## config.mk

```make
export PLATFORM = sky130hd
export DESIGN_NAME = twowire_onehot_rx
export DESIGN_NICKNAME = d
export VERILOG_FILES = /design/src/rtl/twowire_onehot_rx.sv
export SDC_FILE = /design/constraint.sdc
export NUM_CORES = 1
export LEC_CHECK = 0
export ABC_CLOCK_PERIOD_IN_PS = 2390
export CORE_AREA = 2 2 73 75
export CTS_BUF_LIST = sky130_fd_sc_hd__clkbuf_16
export CTS_CLUSTER_SIZE = 25
export DETAILED_ROUTE_END_ITERATION = 6
export DIE_AREA = 0 0 75 77
export GPL_TIMING_DRIVEN = 0
export PLACE_DENSITY = 0.64
export SLEW_MARGIN = 10
export SYNTH_ARGS = -nofsm -noshare
export SYNTH_HDL_FRONTEND = slang
export SYNTH_SLANG_ARGS = --single-unit
```

## constraint.sdc

```tcl
create_clock -name clk -period 2.39 [get_ports clk]
set_input_delay 0.3585 -clock clk [delete_from_list [all_inputs] [get_ports clk]]
set_output_delay 0.3585 -clock clk [all_outputs]
set_load 0.03 [all_outputs]
```

## src/rtl/twowire_onehot_rx.sv

```systemverilog
// Two-wire (scl/sda) frame receiver: synchronise, filter, shift MSB first, and latch
// the data word plus its one-hot decode on a valid STOP.
module twowire_onehot_rx #(
  parameter int DATA_W   = 4,
  parameter int ADDR_W   = 0,
  parameter int ADDR     = 0,
  parameter int FILT_LEN = 3
) (
  input  logic                   clk,
  input  logic                   rst,
  input  logic                   scl_i,
  input  logic                   sda_i,
  output logic [2**DATA_W-1:0]   outhigh,
  output logic [DATA_W-1:0]      data_o,
  output logic                   data_valid,
  output logic                   frame_err,
  output logic                   busy,
  output logic [1:0]             state_dbg
);

  localparam int FW  = ADDR_W + DATA_W;
  localparam int OW  = 2**DATA_W;
  localparam int CW  = $clog2(FW + 1);
  localparam int FCW = (FILT_LEN > 1) ? $clog2(FILT_LEN) : 1;

  localparam logic [1:0] IDLE      = 2'd0;
  localparam logic [1:0] SHIFT     = 2'd1;
  localparam logic [1:0] WAIT_STOP = 2'd2;

  // Line vectors: bit 0 is scl, bit 1 is sda.
  logic [1:0]     sync1, sync2, filt, filt_q;
  logic [FCW-1:0] fcnt [2];

  always_ff @(posedge clk) begin
    if (rst) begin
      sync1  <= 2'b11;
      sync2  <= 2'b11;
      filt   <= 2'b11;
      filt_q <= 2'b11;
      for (int i = 0; i < 2; i++) fcnt[i] <= '0;
    end else begin
      sync1  <= {sda_i, scl_i};
      sync2  <= sync1;
      filt_q <= filt;
      // fcnt counts consecutive synced samples that disagree with the filtered line.
      for (int i = 0; i < 2; i++) begin
        if (sync2[i] == filt[i]) begin
          fcnt[i] <= '0;
        end else if (fcnt[i] == FCW'(FILT_LEN - 1)) begin
          filt[i] <= sync2[i];
          fcnt[i] <= '0;
        end else begin
          fcnt[i] <= fcnt[i] + 1'b1;
        end
      end
    end
  end

  logic scl_f, sda_f, scl_rise, sda_fall, sda_rise, start, stop;

  assign scl_f    = filt[0];
  assign sda_f    = filt[1];
  assign scl_rise = filt[0] & ~filt_q[0];
  assign sda_fall = ~filt[1] & filt_q[1];
  assign sda_rise = filt[1] & ~filt_q[1];
  assign start    = sda_fall & scl_f;
  assign stop     = sda_rise & scl_f;

  logic [1:0]        state, st_n;
  logic [CW-1:0]     cnt, cnt_n;
  logic [FW-1:0]     sh, sh_n;
  logic              do_shift, err_n, acc_n, addr_ok;
  logic [DATA_W-1:0] word;
  logic [OW-1:0]     oh;

  // The shift happens first so a STOP settling in the same cycle sees the full frame.
  assign do_shift = (state == SHIFT) && scl_rise;

  always_comb begin
    sh_n = sh;
    if (do_shift) sh_n = (sh << 1) | FW'(sda_f);
  end

  assign word = sh_n[DATA_W-1:0];

  generate
    if (ADDR_W > 0) begin : g_addr
      assign addr_ok = (sh_n[FW-1:DATA_W] == ADDR_W'(ADDR));
    end else begin : g_noaddr
      assign addr_ok = 1'b1;
    end
  endgenerate

  always_comb begin
    oh = '0;
    if (word == '0) oh[OW-1] = 1'b1;
    else            oh[word - 1'b1] = 1'b1;
  end

  always_comb begin
    st_n  = state;
    cnt_n = cnt;
    err_n = 1'b0;
    acc_n = 1'b0;
    case (state)
      IDLE: begin
        if (start) begin
          st_n  = SHIFT;
          cnt_n = '0;
        end
      end
      SHIFT: begin
        if (do_shift) cnt_n = cnt + 1'b1;
        if (start) begin
          err_n = (cnt_n != '0);
          cnt_n = '0;
        end else if (stop) begin
          st_n = IDLE;
          if (cnt_n == CW'(FW)) acc_n = addr_ok;
          else                  err_n = 1'b1;
        end else if (cnt_n == CW'(FW)) begin
          st_n = WAIT_STOP;
        end
      end
      WAIT_STOP: begin
        if (scl_rise) begin
          err_n = 1'b1;
          st_n  = IDLE;
        end else if (start) begin
          err_n = 1'b1;
          st_n  = SHIFT;
          cnt_n = '0;
        end else if (stop) begin
          acc_n = addr_ok;
          st_n  = IDLE;
        end
      end
      default: st_n = IDLE;
    endcase
  end

  always_ff @(posedge clk) begin
    if (rst) begin
      state      <= IDLE;
      cnt        <= '0;
      sh         <= '0;
      outhigh    <= '0;
      data_o     <= '0;
      data_valid <= 1'b0;
      frame_err  <= 1'b0;
    end else begin
      state      <= st_n;
      cnt        <= cnt_n;
      sh         <= sh_n;
      data_valid <= acc_n;
      frame_err  <= err_n;
      if (acc_n) begin
        data_o  <= word;
        outhigh <= oh;
      end
    end
  end

  assign busy      = (state != IDLE);
  assign state_dbg = state;

endmodule

```

==> metrics.cfg, run 1 <==
[run_status]
status=finished, final reports clean

[place]
gp_congestion=0.8151
place_hpwl_um=3333
port_buffers=27
post-place-ws_ns=-0.02362

[power_and_ir_drop]
power.leakage_nw=1.015
power_density_nw_per_um2=703.2
ir_drop_mv=0.4413

[detailed_routing]
finalWirelength_um=4671
ant_nets=0
dr.pass1.iters=4
wl_per_cell_um=13.58
first_iter_violations=107
post-route-drc-count=0
num_vias=1792
drt-vias-per-instance=5.209

[clocking]
cts_tree=done
ctsHtreeMaxLevel=2
clk_transition_reported_paths_ns=0.06
cts_buffers=5
root_buffer=clkbuf_16
worstSkewPairLatency_ns=0.28
clockBufferDepth=2
clock-sinks=43

[logic_synthesis]
netlist_instances=236
yosys-top-cells-area=dfxtp_1 36%, edfxtp_1 5.5%, ha_1 4.6%
synth_area_um2=2166
ys_types=58
synth_top_cell_by_area=dfxtp_1
synth_seq_area_share_pct=41.59
async_flop_share_pct=0
syn-mean-instance-area_um2=9.177
synth_edf_count=4
synthFlopType=dfxtp_1
yosysWarnings=0
synth-seq-cells=43
synth_top_area_share_pct=36.05

[die]
core.rowCount=26
dieArea_um2=5775
initial_core_util_pct=43.51
die_y_um=77
die_w_um=75
coreArea_um2=4977
ios=29

[global_routing]
overflow=0
first_global_vias=1692
antenna_found_initial=0
grt_first_pass_wirelength_um=8004
grt_max_degree=14
grt.total_usage_pct=17.63

[layout]
layout_commonest_cell=dfxtp_1
fillCellCount=474
nets=285
area_delta_synth_final_pct=27.79
drive_gt1_share_pct=14.23
diodes=0
final_cell_mix=37 x dfxtp_1, 27 x clkdlybuf4s50_1, 16 x a21oi_1

[hold_path]
holdPathEnd=sync2[1]
hold_depth=1
hp-class=flop to flop
hold_start=sync1[1]

[worst_setup_path]
crit_type=flop to flop
crit_chain=inv_2, ha_1, clkbuf_4, nand3b_1, and2_4, or3_4, or4_1, a21oi_1
r2r_cells=8
r2r-start=state_dbg[1]
crit_path_end_kind=flop
arrival_ns=2.39
crit_slowest_cell=or4_1
cp-start-kind=flop
r2r_slack_ns=0.20
critPathMaxStageDelay_ns=0.47
crit_fanout=9
r2r_end=outhigh[2]
required_ns=2.60

[sta]
hold_violations=0
timing.hold.ws_ns=0.4071
setup_viol=0
worst_clock_skew_ns=0.006085
finalCritPeriodShare_pct=91.45
slew_violations=0
grt_setup_unrepaired=no
timing.final.ws_setup_ns=0.2044
fin_crit_ns=2.186
fmax_ghz=0.4575

[job]
max_cap_violations=0

==> cell usage after synthesis (all sizes together) (4+ instances only) <==
| library cell | count |
|---|---|
| mux2 | 4 |
| xnor2 | 5 |
| dfxtp | 39 |
| a21oi | 16 |
| o31ai | 7 |
| buf | 4 |
| nand3 | 6 |
| or2 | 7 |
| nor2b | 11 |
| nor2 | 15 |
| inv | 8 |
| nand2 | 11 |
| nand2b | 9 |
| edfxtp | 4 |
| or4 | 5 |
| ha | 8 |
| o21ai | 20 |
| clkbuf | 11 |
==> routing by layer <==
layer / vias up / GRT usage, % / share of wire, % / wire length, um
met5: - / 0 / 0 / 0
met2: 39 / 28.16 / 48 / 2223
li1: 921 / - / - / -
met4: 0 / 5.000 / 0.88 / 41
met3: 4 / 3.154 / 3.4 / 158
met1: 828 / 24.06 / 48 / 2248
==> worst max-delay path: cells and delay by family (launching register included) <==
| kind | cells | cell delay (ns) |
|---|---|---|
| adders and majority gates | 1 | 0.14 |
| AOI/OAI and AO/OA | 1 | 0.14 |
| DFF | 1 | 0.35 |
| buffers and inverters | 2 | 0.27 |
| and+or+nand+nor | 4 | 1.20 |
==> power breakdown <==
| group | leakage (nW) | internal (mW) | switching [mW] | total [mW] |
|---|---|---|---|---|
| clock | 0.0952 | 0.594 | 0.264 | 0.858 |
| sequential | 0.358 | 0.749 | 0.0252 | 0.774 |
| combinational | 0.562 | 0.131 | 0.183 | 0.314 |
| total | 1.02 | 1.47 | 0.472 | 1.95 |
==> flip-flops by register name (all words and copies together), names as in the netlist <==
signal	count
data_o	4
cnt	3
sync2	2
fcnt	4
sh	4
state_dbg	2
filt_q	2
data_valid	1
frame_err	1
sync1	2
outhigh	16
filt	2
==> cell families after synthesis <==
kind of cell / count (synthesis) / share of synthesized area [%]
other: 1 / 0.1731
buffers and inverters: 23 / 4.622
xor gates and xnor gates: 5 / 2.369
and+or+nand+nor: 83 / 22.53
muxes: 7 / 4.217
adders and majority gates: 8 / 4.622
AOI/OAI and AO/OA: 66 / 19.87
DFF: 43 / 41.59
==> stage by stage <==
stage	utilization (%)	power, mW	setup TNS (ns)	std cells	cell area, um^2
CTS	54.78	1.946	0	344	2726
global placement	50.93	1.081	0	336	2535
detailed placement	50.93	1.081	-0.04204	336	2535
floorplan	-	0.9964	0	239	2177
global route	55.61	2.020	0	344	2768
finish	55.61	1.946	0	344	2768
==> what timing repair did <==
item	in CTS	in global routing
resized for setup	1	9
hold buffers	0	0
endpoints found under the setup margin	5	18
endpoints found under the hold margin	0	0
pin swaps	0	0
gates cloned	0	0
buffers inserted	0	0
==> cell type report <==
type | count | area [um^2] | share of cell area, %
buffer | 15 | 72.57 | 2.622
clock buffer | 5 | 125.1 | 4.521
clock inverter | 3 | 63.81 | 2.306
inverter | 8 | 30.03 | 1.085
multi-input combinational | 173 | 1215 | 43.90
sequential | 43 | 903.4 | 32.64
tap | 70 | 87.58 | 3.165
timing repair buffer | 27 | 270.3 | 9.765
==> worst max path at each step <==
stage / from / slack [ns] / to
2_1_floorplan: state_dbg[0] / 0.09 / outhigh[2]
3_3_place_gp: state_dbg[1] / 0.002 / outhigh[3]
3_5_place_dp: state_dbg[1] / -0.02 / outhigh[15]
4_1_cts: state_dbg[1] / 0.06 / outhigh[15]
5_1_grt: filt[0] / 0.05 / outhigh[2]
6_report: state_dbg[1] / 0.20 / outhigh[2]
Power figures use the tool's default switching activity.
==> run 2: changes to the inputs <==
CORE_AREA = 2 2 62 88   (was 2 2 73 75)
CTS_CLUSTER_DIAMETER = 30   (was not set)
DIE_AREA = 0 0 64 90   (was 0 0 75 77)
==> run 2 against run 1 <==
  * Combinational power is essentially flat
  * Sequential share of layout area is 0.60 points higher
  * Clock skew down 0.0042 ns
  * Die area fell by 0.26%
  * Via count is 1.3% higher
  * Largest cell class unchanged
  * Fmax shrank 0.90%
  * Utilization fell by 1.4 points
==> metrics.cfg, run 2 (synthesis results as in run 1) <==
[run_status]
status=finished, final reports clean

[clocking]
ctsHoldBuffers=0  ; unchanged
root_buffer=clkbuf_16
cts_setup_buffers=0  ; unchanged
worstSkewPairLatency_ns=0.28  ; about the same
clock-sinks=43  ; unchanged
ctsHtreeMaxLevel=2  ; unchanged
cts_tree=done
cts_buffers=5  ; unchanged
clockBufferDepth=2  ; unchanged
clk_transition_reported_paths_ns=0.06  ; about the same

[hold_path]
hp-class=flop to flop

[die]
coreArea_um2=5004  ; +0.53%
ios=29  ; unchanged
die_y_um=90  ; +17%
initial_core_util_pct=43.29  ; -0.23 points
die_w_um=64  ; -15%
dieArea_um2=5760  ; -0.26%
core.rowCount=31  ; +19%

[layout]
regMostFlops=outhigh
final_cell_mix=38 x dfxtp_1, 27 x clkdlybuf4s50_1, 16 x a21oi_1
area_delta_synth_final_pct=25.30
largest_reg_flops=16  ; unchanged
diodes=0  ; unchanged
fin_area_um2=2714  ; -1.9%
fin_cells=340  ; -1.2%
drive_gt1_share_pct=13.87  ; -0.36 points
layout_commonest_cell=dfxtp_1
nets=285  ; unchanged
fillCellCount=461  ; -2.7%

[sta]
fmax_ghz=0.4534  ; -0.90%
maxSlewHeadroom_pct=66.74
finalCritPeriodShare_pct=92.28  ; +0.83 points
setup_viol=0  ; unchanged
grt_setup_unrepaired=no
fin_crit_ns=2.205  ; +0.01986 ns
timing.final.ws_setup_ns=0.1846  ; -0.01986 ns
hold_violations=0  ; unchanged
tightest_slew_ns=0.4970
worst_clock_skew_ns=0.001916  ; -0.004169 ns
slew_violations=0  ; unchanged

[worst_setup_path]
crit_chain=inv_2, ha_1, clkbuf_4, nand3b_1, and2_4, or3_4, or4_1, a21oi_1
crit_family=simple AND/OR/NAND/NOR gates
critPathMaxStageDelay_ns=0.47  ; about the same
required_ns=2.60  ; about the same
crit_type=flop to flop
cp-start-kind=flop
crit_path_end_kind=flop
cp_num_buf_inv=2  ; unchanged
arrival_ns=2.42  ; +0.03 ns
crit_fanout=9  ; unchanged
crit_slowest_cell=or4_1

[global_routing]
overflow=0  ; unchanged
grt_max_degree=14  ; unchanged
first_global_vias=1682  ; -0.59%
grt_first_pass_wirelength_um=7831  ; -2.2%
grt.total_usage_pct=16.86  ; -0.77 points
antenna_found_initial=0  ; unchanged

[detailed_routing]
first_iter_violations=100  ; -6.5%
wl_per_cell_um=13.81  ; +1.7%
post-route-drc-count=0  ; unchanged
ant_nets=0  ; unchanged
dr.pass1.iters=5  ; +1
num_vias=1816  ; +1.3%
finalWirelength_um=4694  ; +0.49%
drt-vias-per-instance=5.341  ; +2.5%

[power_and_ir_drop]
ir_drop_mv=0.5122  ; +16%
power_density_nw_per_um2=641.5  ; -8.8%
power.leakage_nw=0.9906  ; -2.4%

[place]
place_inst=332  ; -1.2%
gp_congestion=0.8184  ; +0.40%
place_hpwl_um=3378  ; +1.3%
port_buffers=27  ; unchanged
post-place-ws_ns=-0.01796  ; +0.005661 ns
placed_area_um2=2530  ; -0.20%

[job]
max_cap_violations=0  ; unchanged

-- run 2: changes by cell type in the layout (fill, tap and decap cells not counted) --
cell,previous run,this run
bufinv_16,2,0
clkinv_2,0,1
dfxtp_1,37,38
dfxtp_2,2,1
clkinvlp_4,0,1
-- run 2: worst paths after layout --
check	startpoint	to	slack, ns	cells past startpoint
worst max register to register	state_dbg[1]	outhigh[2]	0.18	8
worst min register to register	sync1[0]	sync2[0]	0.41	1
worst max-delay path	state_dbg[1]	outhigh[2]	0.18	8
worst min-delay path	sync1[0]	sync2[0]	0.41	1
-- run 2: what timing repair did --
action,CTS,global route
resized for setup,1,8
hold endpoints to repair,0,0
gates cloned,0,0
setup endpoints to repair,3,13
-- run 2: layout make-up --
class / instances / area, um^2 / share of cell area (%)
Buffer: 15 / 72.57 / 2.674
Clock buffer: 5 / 125.1 / 4.610
Clock inverter: 3 / 16.27 / 0.5994
Inverter: 8 / 30.03 / 1.107
Multi-Input combinational cell: 173 / 1215 / 44.77
Sequential cell: 43 / 902.1 / 33.24
Tap cell: 66 / 82.58 / 3.043
Timing Repair Buffer: 27 / 270.3 / 9.959
-- run 2: stage by stage --
stage	power [mW]	utilization, %	setup TNS, ns	hold WS (ns)
detailed placement	1.081	50.56	-0.03798	0.3994
floorplan	0.9964	-	0	0.3895
global route	1.824	54.24	0	0.4201
CTS	1.736	53.44	0	0.4161
global placement	1.080	50.56	0	0.3925
finish	1.741	54.24	0	0.4134
-- run 2: per-layer routing --
layer / global-route usage [%] / wire length [um] / up-vias / part of all wire (%)
met5: 0 / 0 / - / 0
met4: 6.703 / 81 / 0 / 1.7
met3: 3.630 / 133 / 6 / 2.8
met2: 29.34 / 2474 / 30 / 53
met1: 19.65 / 2005 / 865 / 43
li1: - / - / 915 / -
-- run 2: power breakdown --
group | internal [mW] | leakage, nW | switching [mW]
logic | 0.131 | 0.562 | 0.183
clock network | 0.381 | 0.0710 | 0.273
registers | 0.748 | 0.357 | 0.0250
total | 1.26 | 0.991 | 0.481
